**config.mk**
```make
export PLATFORM = sky130hd
export DESIGN_NAME = regfile_fifo_ptr
export DESIGN_NICKNAME = d
export VERILOG_FILES = /design/src/rtl/regfile_fifo_pkg.sv /design/src/rtl/regfile_fifo_ptr.sv
export SDC_FILE = /design/constraint.sdc
export NUM_CORES = 1
export LEC_CHECK = 0
export BUFFER_PORTS_ARGS = -buffer_cell sky130_fd_sc_hd__buf_2
export CAP_MARGIN = 10
export CORE_AREA = 2 2 39 41
export CTS_BUF_LIST = sky130_fd_sc_hd__clkbuf_4
export CTS_CLUSTER_SIZE = 25
export DETAILED_ROUTE_END_ITERATION = 10
export DIE_AREA = 0 0 41 43
export SLEW_MARGIN = 30
export SYNTH_ARGS = -nofsm -noshare
export SYNTH_HDL_FRONTEND = slang
export SYNTH_SLANG_ARGS = --single-unit
export TNS_END_PERCENT = 20
```
**constraint.sdc**
```tcl
create_clock -name UserCLK -period 1.9 [get_ports UserCLK]
set_input_delay 0.095 -clock UserCLK [delete_from_list [all_inputs] [get_ports UserCLK]]
set_output_delay 0.095 -clock UserCLK [all_outputs]
set_load 0.05 [all_outputs]
```
**src/rtl/regfile_fifo_pkg.sv**
```systemverilog
// Shared constants and types for the register-file FIFO controller.
// Pure definitions: no latency, no flow control.
package regfile_fifo_pkg;

    localparam int ADDR_W       = 5;
    localparam int DATA_W       = 4;
    localparam int DEPTH        = 1 << ADDR_W;
    localparam int CNT_W        = ADDR_W + 1;
    localparam int AFULL_TH_DEF = 28;

    typedef logic [ADDR_W-1:0] addr_t;
    typedef logic [DATA_W-1:0] data_t;
    typedef logic [CNT_W-1:0]  cnt_t;

    // Occupancy after one cycle; simultaneous push and pop cancel out.
    function automatic cnt_t next_count(input cnt_t cur, input logic push, input logic pop);
        cnt_t nxt;
        nxt = cur;
        if (push && !pop) begin
            nxt = cur + cnt_t'(1);
        end else if (pop && !push) begin
            nxt = cur - cnt_t'(1);
        end
        return nxt;
    endfunction

endpackage

```
**src/rtl/regfile_fifo_ptr.sv**
```systemverilog
// Wrapping ADDR_W-bit pointer; advances one cycle after inc, wraps 31->0 naturally.
// No flow control of its own: the caller gates inc with the handshake.
module regfile_fifo_ptr
    import regfile_fifo_pkg::*;
(
    input  logic  UserCLK,
    input  logic  RST,
    input  logic  inc,
    output addr_t ptr
);

    always_ff @(posedge UserCLK) begin
        if (RST) begin
            ptr <= '0;
        end else if (inc) begin
            ptr <= ptr + addr_t'(1);
        end
    end

endmodule

```
* Word-level counts from Yosys, hierarchy flattened
Cells that the tools add are included.
** Word-level totals
- Flip-flop bits (word level) :: 5
- Bits of input ports :: 3
- Output and inout port bits :: 5
- Logic and storage cells :: 2
** Cells by class
- Add/subtract/negate cells :: 1
** Operator list (count)
- $add A5 B1 Y5 const B :: 1

* Depth between registers and ports, before layout
Gate-level depths: netlist of run 1.
- Depth after elaboration :: 1
- Gate-level depth with buffers :: 3
- Mapped depth without buffers :: 3

* Worst setup path after synthesis of run 1
Ideal clock, no wire load.
- Path type :: reg-to-reg
- From :: reg ptr[0]
- To :: reg ptr[4]
- Library setup time :: 121 ps
- Arrival :: 1396 ps
- Required time :: 1779 ps
- Setup slack :: 383 ps
- Cell stages (with the launch flop) :: 4
- Path buffers :: 0
- Clock period less this slack :: 1517 ps
- Cell sequence :: dfxtp_1 > ha_1 > nand4_2 > mux2_4
** Between the ends
- Cells in the longest elaborated chain, start to end :: 1
** RTL lines
- start, declared :: line regfile_fifo_ptr.sv:9 : output addr_t ptr
- start signal, assigned :: line regfile_fifo_ptr.sv:16 : ptr <= ptr + addr_t'(1);
- $add A5 B1 Y5 :: line regfile_fifo_ptr.sv:16
Every way passes these cells.
A chain may end at the register's enable or synchronous reset.

* Final worst setup path of run 1
Same ends and word-level chain as after synthesis.

==> summary.md, run 1 <==
| Metric | Value |
|---|---|
| TritonCTS buffer count | `3` |
| Synth Flop Type | `dfxtp_1` |
| Comb power frac | `between 10% and 20%` |
| Number of flops mapped to enable cells by yosys | `0` |
| Synthesis Warnings | `0` |
| Clk pwr share | `47.0%` |
| Worst-path clk slew | `around 40 ps` |
| Synth Area in XOR/XNOR | `~3.5%` |
| Mean Syn Cell Area | `approximately 11 um2` |
| Int Pwr | `between 0.0002 and 0.00025 W` |
| Die height | `~43 um` |
| Initial antenna violation count | `0` |
| Largest net degree at the start of global routing | `8` |
| Drt first pass iters | `1` |
| Die area | `0.00176 mm2` |
| Final Max Slew Viols | `0` |
| Most frequent cell after synthesis | `dfxtp_1` |
| Fillers | `roughly 150` |
| Drt total wl | `385 um` |
| Largest family of logic cells by synthesized area | `simple AND/OR/NAND/NOR gates` |
| Synth cell count leaders | `5 x dfxtp_1, 4 x nor2_1, 2 x mux2_4, 2 x nand4_2, 2 x nor2b_1` |
| Number of global-route vias before repair | `143` |
| Routed length per instance | `8.02 um` |
| First-pass GRT wire length | `~600 um` |
| Global route overflow | `0` |
| Compound-Gate Fraction of Synth Area | `under 10%` |
| Yosys cell types | `12` |
| Clock Tree Buf Depth | `2` |
| Layout cell share with drive strength beyond 1 | `46.9%` |
| Max reg flops | `5` |
| Max_cap viols | `0` |
| Global placement routability congestion | `about 0.62` |
| Worst skew pair latency | `240 ps` |
| Post-synthesis mux area share | `16.2%` |
| All-Layer GR Usage | `5.63%` |
| Fmax achieved | `869 MHz` |
| Crit path capture type | `flip-flop` |
| Initial DRC count | `0` |
| Top cells by area, synth | `dfxtp_1 40%, mux2_4 12%, nand4_2 10%` |
| Leak pwr | `0.176 nW` |
| Hold Fails Final Rpt | `0` |
| Crit path time final | `around 1200 ps` |
| H-Tree Depth | `1` |
| Worst rel slew slack | `between 80% and 90%` |
| Total power | `0.000289 W` |
| Row count | `14` |
| Vias post-DR | `181` |
| RSZ-0062 raised after global routing | `no` |
| Clk sinks | `5` |
| Port bufs | `7` |
| DRC | `0` |
| Chip width | `41 um` |
| Critical Path Start Type | `flip-flop` |
| Pwr/cell area | `900 mW/mm2` |
| Most area-hungry cell type in the Yosys netlist | `dfxtp_1` |
| CTS tree | `done` |
| Layout Utilization | `23.2%` |
| Nets | `37` |
| CTS-repair resized insts | `0` |
| Vias per std cell | `3.77` |
| Mapped Area | `~250 um2` |
| Switching share of power | `between 20% and 30%` |
| Crit path max fanout | `4` |
| Setup-failing EPs final | `0` |
| Clk root buf | `clkbuf_4` |
| Register area share after synthesis | `40.4%` |
| Final worst path period share | `60.6%` |
| Post-Synth Simple-Gate Area | `~24%` |
| Worst-margin pin slew | `249 ps` |
| Synth top area share | `40.4%` |
| Cts hold-fix bufs | `0` |
| Cells after synthesis | `22` |
| Worst EP required | `2030 ps` |
| Syn Nets | `26` |
| Final instance area | `322 um2` |
| Worst vdd ir | `422 uV` |
| Post-DRT Antenna Nets | `0` |
| Setup_tns | `0 ps` |
| Core Region | `0.00138 mm2` |
| Layout area overhead | `29.8%` |
| Ports | `8` |
| Synth Register Bits | `5` |
| Post-CTS setup buffers | `0` |
| Synth Area in Adders | `5.05%` |
| Asr flop ratio synth | `0%` |
| Share of total power in sequential cells | `39.9%` |
| CP Class | `flip-flop to flip-flop` |
| Clock Skews | `4.70 ps` |
| Final hold slack | `around 100 ps` |
| Status | `finished clean` |
| Largest reg by FF count | `ptr` |
| Hold Path Class | `input port to flip-flop` |
| Ant. Diodes | `0` |
| Biggest regs | `ptr (5)` |
| Crit path arrival time | `approximately 1300 ps` |
| Starting Density | `17.9%` |
| Placed Area | `between 200 and 300 um2` |
| Net Sw Power | `0.0000744 W` |
| DP Wirelength | `295 um` |
==> critical path, stage by stage (launching register included) <==
cell	delay, ps
dfxtp_1	390
ha_1	230
nand4_2	120
mux2_4	300
==> layout by cell type, fill, tap and decap left out, drive strengths merged <==
cell type	instances
nor2b	2
a21oi	1
xnor2	1
nand3b	1
buf	7
mux2i	1
clkbuf	4
nor2	4
a21bo	1
dfxtp	5
ha	1
nand4	2
mux2	2
==> metal layers <==
| layer | track usage [%] | part of all wire [%] | vias up |
|---|---|---|---|
| met5 | 0 | 0 | - |
| met4 | 2.00 | 0 | 0 |
| met3 | 6.28 | 11 | 0 |
| met2 | 5.31 | 40 | 8 |
| met1 | 7.74 | 48 | 78 |
| li1 | - | - | 95 |
==> worst paths after layout <==
path | start | slack (ps) | cells past startpoint | to
setup / recovery | ptr[0]$_SDFFE_PP0P_ | 750 | 3 | ptr[4]$_SDFFE_PP0P_
hold reg to reg | ptr[1]$_SDFFE_PP0P_ | 550 | 2 | ptr[1]$_SDFFE_PP0P_
hold / removal | RST | 100 | 2 | ptr[2]$_SDFFE_PP0P_
setup reg to reg | ptr[0]$_SDFFE_PP0P_ | 750 | 3 | ptr[4]$_SDFFE_PP0P_
==> power by group through the flow <==
stage | sequential [W] | clock, W | combinational (W)
2_1_floorplan | 0.000133 | 0 | 0.0000146
3_3_place_gp | 0.000117 | 0 | 0.0000377
3_5_place_dp | 0.000117 | 0 | 0.0000378
4_1_cts | 0.000115 | 0.000141 | 0.0000381
5_1_grt | 0.000116 | 0.000148 | 0.0000399
6_report | 0.000115 | 0.000136 | 0.0000379
==> kinds of logic after synthesis <==
| family | Yosys count |
|---|---|
| AOI/OAI and AO/OA | 2 |
| xor gates and xnor gates | 1 |
| adders and majority gates | 1 |
| buffers and inverters | 1 |
| DFF | 5 |
| muxes | 3 |
| and+or+nand+nor | 9 |
==> final cells by class <==
cell class	instances	area, um2	area share [%]
multi-input cells	16	136	42.4
repair buffers	7	35.0	10.9
well taps	16	20.0	6.23
flip-flops and latches	5	100	31.1
clock buffers	4	30.0	9.34
==> metrics by stage <==
stage	std cells	setup slack [ps]
2_1_floorplan	22	383
3_3_place_gp	44	750
3_5_place_dp	44	745
4_1_cts	48	744
5_1_grt	48	704
6_report	48	749
Power figures use the tool's default switching activity.
==> inputs of run 2 (changes only) <==
- clock period: 1.9 -> 0.9 ns (I/O delays scaled with it)
==> summary.md, run 2 (synthesis gave the netlist of run 1 again) <==
| Metric | Value |
|---|---|
| Clk pwr share | `44.5% (-2.5 points)` |
| Layout area overhead | `65.7%` |
| Worst rel slew slack | `88.9% (+5.3 points)` |
| H-Tree Depth | `1 (unchanged)` |
| Failing checks | `setup timing` |
| Worst-margin pin slew | `167 ps (-81.9 ps)` |
| Ports | `8 (unchanged)` |
| Ant. Diodes | `0 (unchanged)` |
| First-pass GRT wire length | `821 um (+37%)` |
| Final Max Slew Viols | `0 (unchanged)` |
| All-Layer GR Usage | `7.84% (+2.2 points)` |
| Max_cap viols | `0 (unchanged)` |
| Post-CTS setup buffers | `0 (unchanged)` |
| Worst EP required | `1040 ps (-990 ps)` |
| Port bufs | `7 (unchanged)` |
| Initial antenna violation count | `0 (unchanged)` |
| R2R Path End | `ptr[4]$_SDFFE_PP0P_` |
| Clk sinks | `5 (unchanged)` |
| RSZ-0062 raised after global routing | `yes` |
| Chip width | `41 um (unchanged)` |
| Initial DRC count | `3 (+3)` |
| Final worst path period share | `111% (+50 points)` |
| Critical Path Start Type | `flip-flop` |
| Crit path arrival time | `1130 ps (-150 ps)` |
| Number of global-route vias before repair | `205 (+43%)` |
| Worst-path clk slew | `40 ps (about the same)` |
| Clock Skews | `4.05 ps (-0.652 ps)` |
| Fillers | `150 (-1.3%)` |
| Drt total wl | `517 um (+34%)` |
| Crit path capture type | `flip-flop` |
| Biggest regs | `ptr (5)` |
| Crit path time final | `998 ps (-153 ps)` |
| Critical R2R Launch | `ptr[0]$_SDFFE_PP0P_` |
| Leak pwr | `0.199 nW (+13%)` |
| Global placement routability congestion | `0.621 (+0.81%)` |
| WHS Path Cells | `2 (unchanged)` |
| Global route overflow | `0 (unchanged)` |
| Net Sw Power | `0.000178 W (+140%)` |
| Drt first pass iters | `3 (+2)` |
| Placed cells | `47 (+6.8%)` |
| Int Pwr | `0.000486 W (+130%)` |
| Clock Tree Buf Depth | `2 (unchanged)` |
| Clk root buf | `clkbuf_4` |
| Vias per std cell | `4.14 (+9.7%)` |
| Setup-failing EPs final | `5 (+5)` |
| Max reg flops | `5 (unchanged)` |
| Worst skew pair latency | `250 ps (about the same)` |
| Total power | `0.000665 W (+130%)` |
| Share of total power in sequential cells | `37.1% (-2.8 points)` |
| Worst-case hold path end point | `ptr[2]$_SDFFE_PP0P_` |
| Path depth of the worst reg2reg path | `3 (unchanged)` |
| Hold_sp | `RST` |
| Layout Utilization | `29.7% (+6.4 points)` |
| Die height | `43 um (unchanged)` |
| Pwr/cell area | `1620 mW/mm2 (+80%)` |
| Comb power frac | `18.4% (+5.3 points)` |
| Switching share of power | `26.8% (+1.1 points)` |
| CP Class | `flip-flop to flip-flop` |
| Crit path max fanout | `3 (-1)` |
| Register area | `110 um2 (+10%)` |
| Largest reg by FF count | `ptr` |
| Core Region | `0.00138 mm2 (unchanged)` |
| Die area | `0.00176 mm2 (unchanged)` |
| Status | `complete, but fails checks` |
| Fmax achieved | `1000 MHz (+15%)` |
| Commonest non-fill, non-tap cells in the layout | `4 x nor2_1, 4 x clkbuf_4, 4 x buf_4` |
| Worst reg2reg setup slack | `-100 ps (-850 ps)` |
| Starting Density | `17.9% (unchanged)` |
| Routed length per instance | `10.1 um (+26%)` |
| DRC | `0 (unchanged)` |
| PnR worst setup slack | `-98.0 ps (-847 ps)` |
| Vias post-DR | `211 (+17%)` |
| Hold Fails Final Rpt | `0 (unchanged)` |
| Final std cells w/o fill | `51 (+6.3%)` |
| Post-DRT Antenna Nets | `0 (unchanged)` |
| TritonCTS buffer count | `3 (unchanged)` |
| Row count | `14 (unchanged)` |
| Layout cell share with drive strength beyond 1 | `65.7% (+19 points)` |
| DP Wirelength | `352 um (+19%)` |
| Hold Path Class | `input port to flip-flop` |
| Nets | `40 (+8.1%)` |
| Largest net degree at the start of global routing | `8 (unchanged)` |
| Area of the multi-input gates | `158 um2 (+16%)` |
| Cts hold-fix bufs | `0 (unchanged)` |
| Worst vdd ir | `688 uV (+63%)` |
| CTS tree | `done` |
## run 2: worst max-delay path by stage
stage	start	depth (start not counted)	endpoint	slack, ps
2_1_floorplan	ptr[0]$_SDFFE_PP0P_	3	ptr[4]$_SDFFE_PP0P_	-210
3_3_place_gp	ptr[1]$_SDFFE_PP0P_	3	ptr[4]$_SDFFE_PP0P_	-80
3_5_place_dp	ptr[1]$_SDFFE_PP0P_	3	ptr[4]$_SDFFE_PP0P_	-90
4_1_cts	ptr[1]$_SDFFE_PP0P_	3	ptr[4]$_SDFFE_PP0P_	-90
5_1_grt	ptr[0]$_SDFFE_PP0P_	3	ptr[4]$_SDFFE_PP0P_	-130
6_report	ptr[0]$_SDFFE_PP0P_	3	ptr[4]$_SDFFE_PP0P_	-100
## run 2: power groups by stage
stage                     combinational, W  clock [W]  sequential [W]
after floorplan                  0.0000333          0        0.000286
after global placement           0.0000997          0        0.000250
after detailed placement          0.000100          0        0.000250
after CTS                         0.000116   0.000308        0.000246
after global routing              0.000132   0.000322        0.000248
final                             0.000122   0.000296        0.000247
## run 2: metal layers
layer  share of wire, %  vias up  global-route usage, %  wire, um
met1                 38       97                   7.42       199
met3                 14        2                   8.38        74
met4                1.9        0                   6.00        10
met5                  0        -                      0         0
met2                 45       10                   9.38       231
li1                   -      102                      -         -
## run 2: worst max-delay path, cell delays in order (launching register included)
cell and delay, ps:
dfxtp_4 360, ha_4 150, nand4_4 70, mux2_4 300
## run 2: area by class of cell
type                            instances  area share, %
Multi-Input combinational cell         16           38.4
Sequential cell                         5           26.8
Timing Repair Buffer                   10           22.6
Clock buffer                            4           7.32
Tap cell                               16           4.88
## run 2: stage by stage
| stage | hold slack [ps] | cell area, um2 | setup TNS (ps) | setup WS [ps] |
|---|---|---|---|---|
| final | 48.1 | 410 | -170 | -98.0 |
| after global routing | 47.0 | 410 | -311 | -127 |
| after CTS | 41.0 | 398 | -161 | -90.2 |
| after detailed placement | 303 | 337 | -90.3 | -90.3 |
| after global placement | 299 | 337 | -80.5 | -80.5 |
| after floorplan | 107 | 270 | -430 | -206 |
## run 2: timing repair
| action | in CTS | in global routing |
|---|---|---|
| gates resized for setup | 10 | 2 |
| setup endpoints to repair | 6 | 6 |
| pin swaps | 0 | 2 |
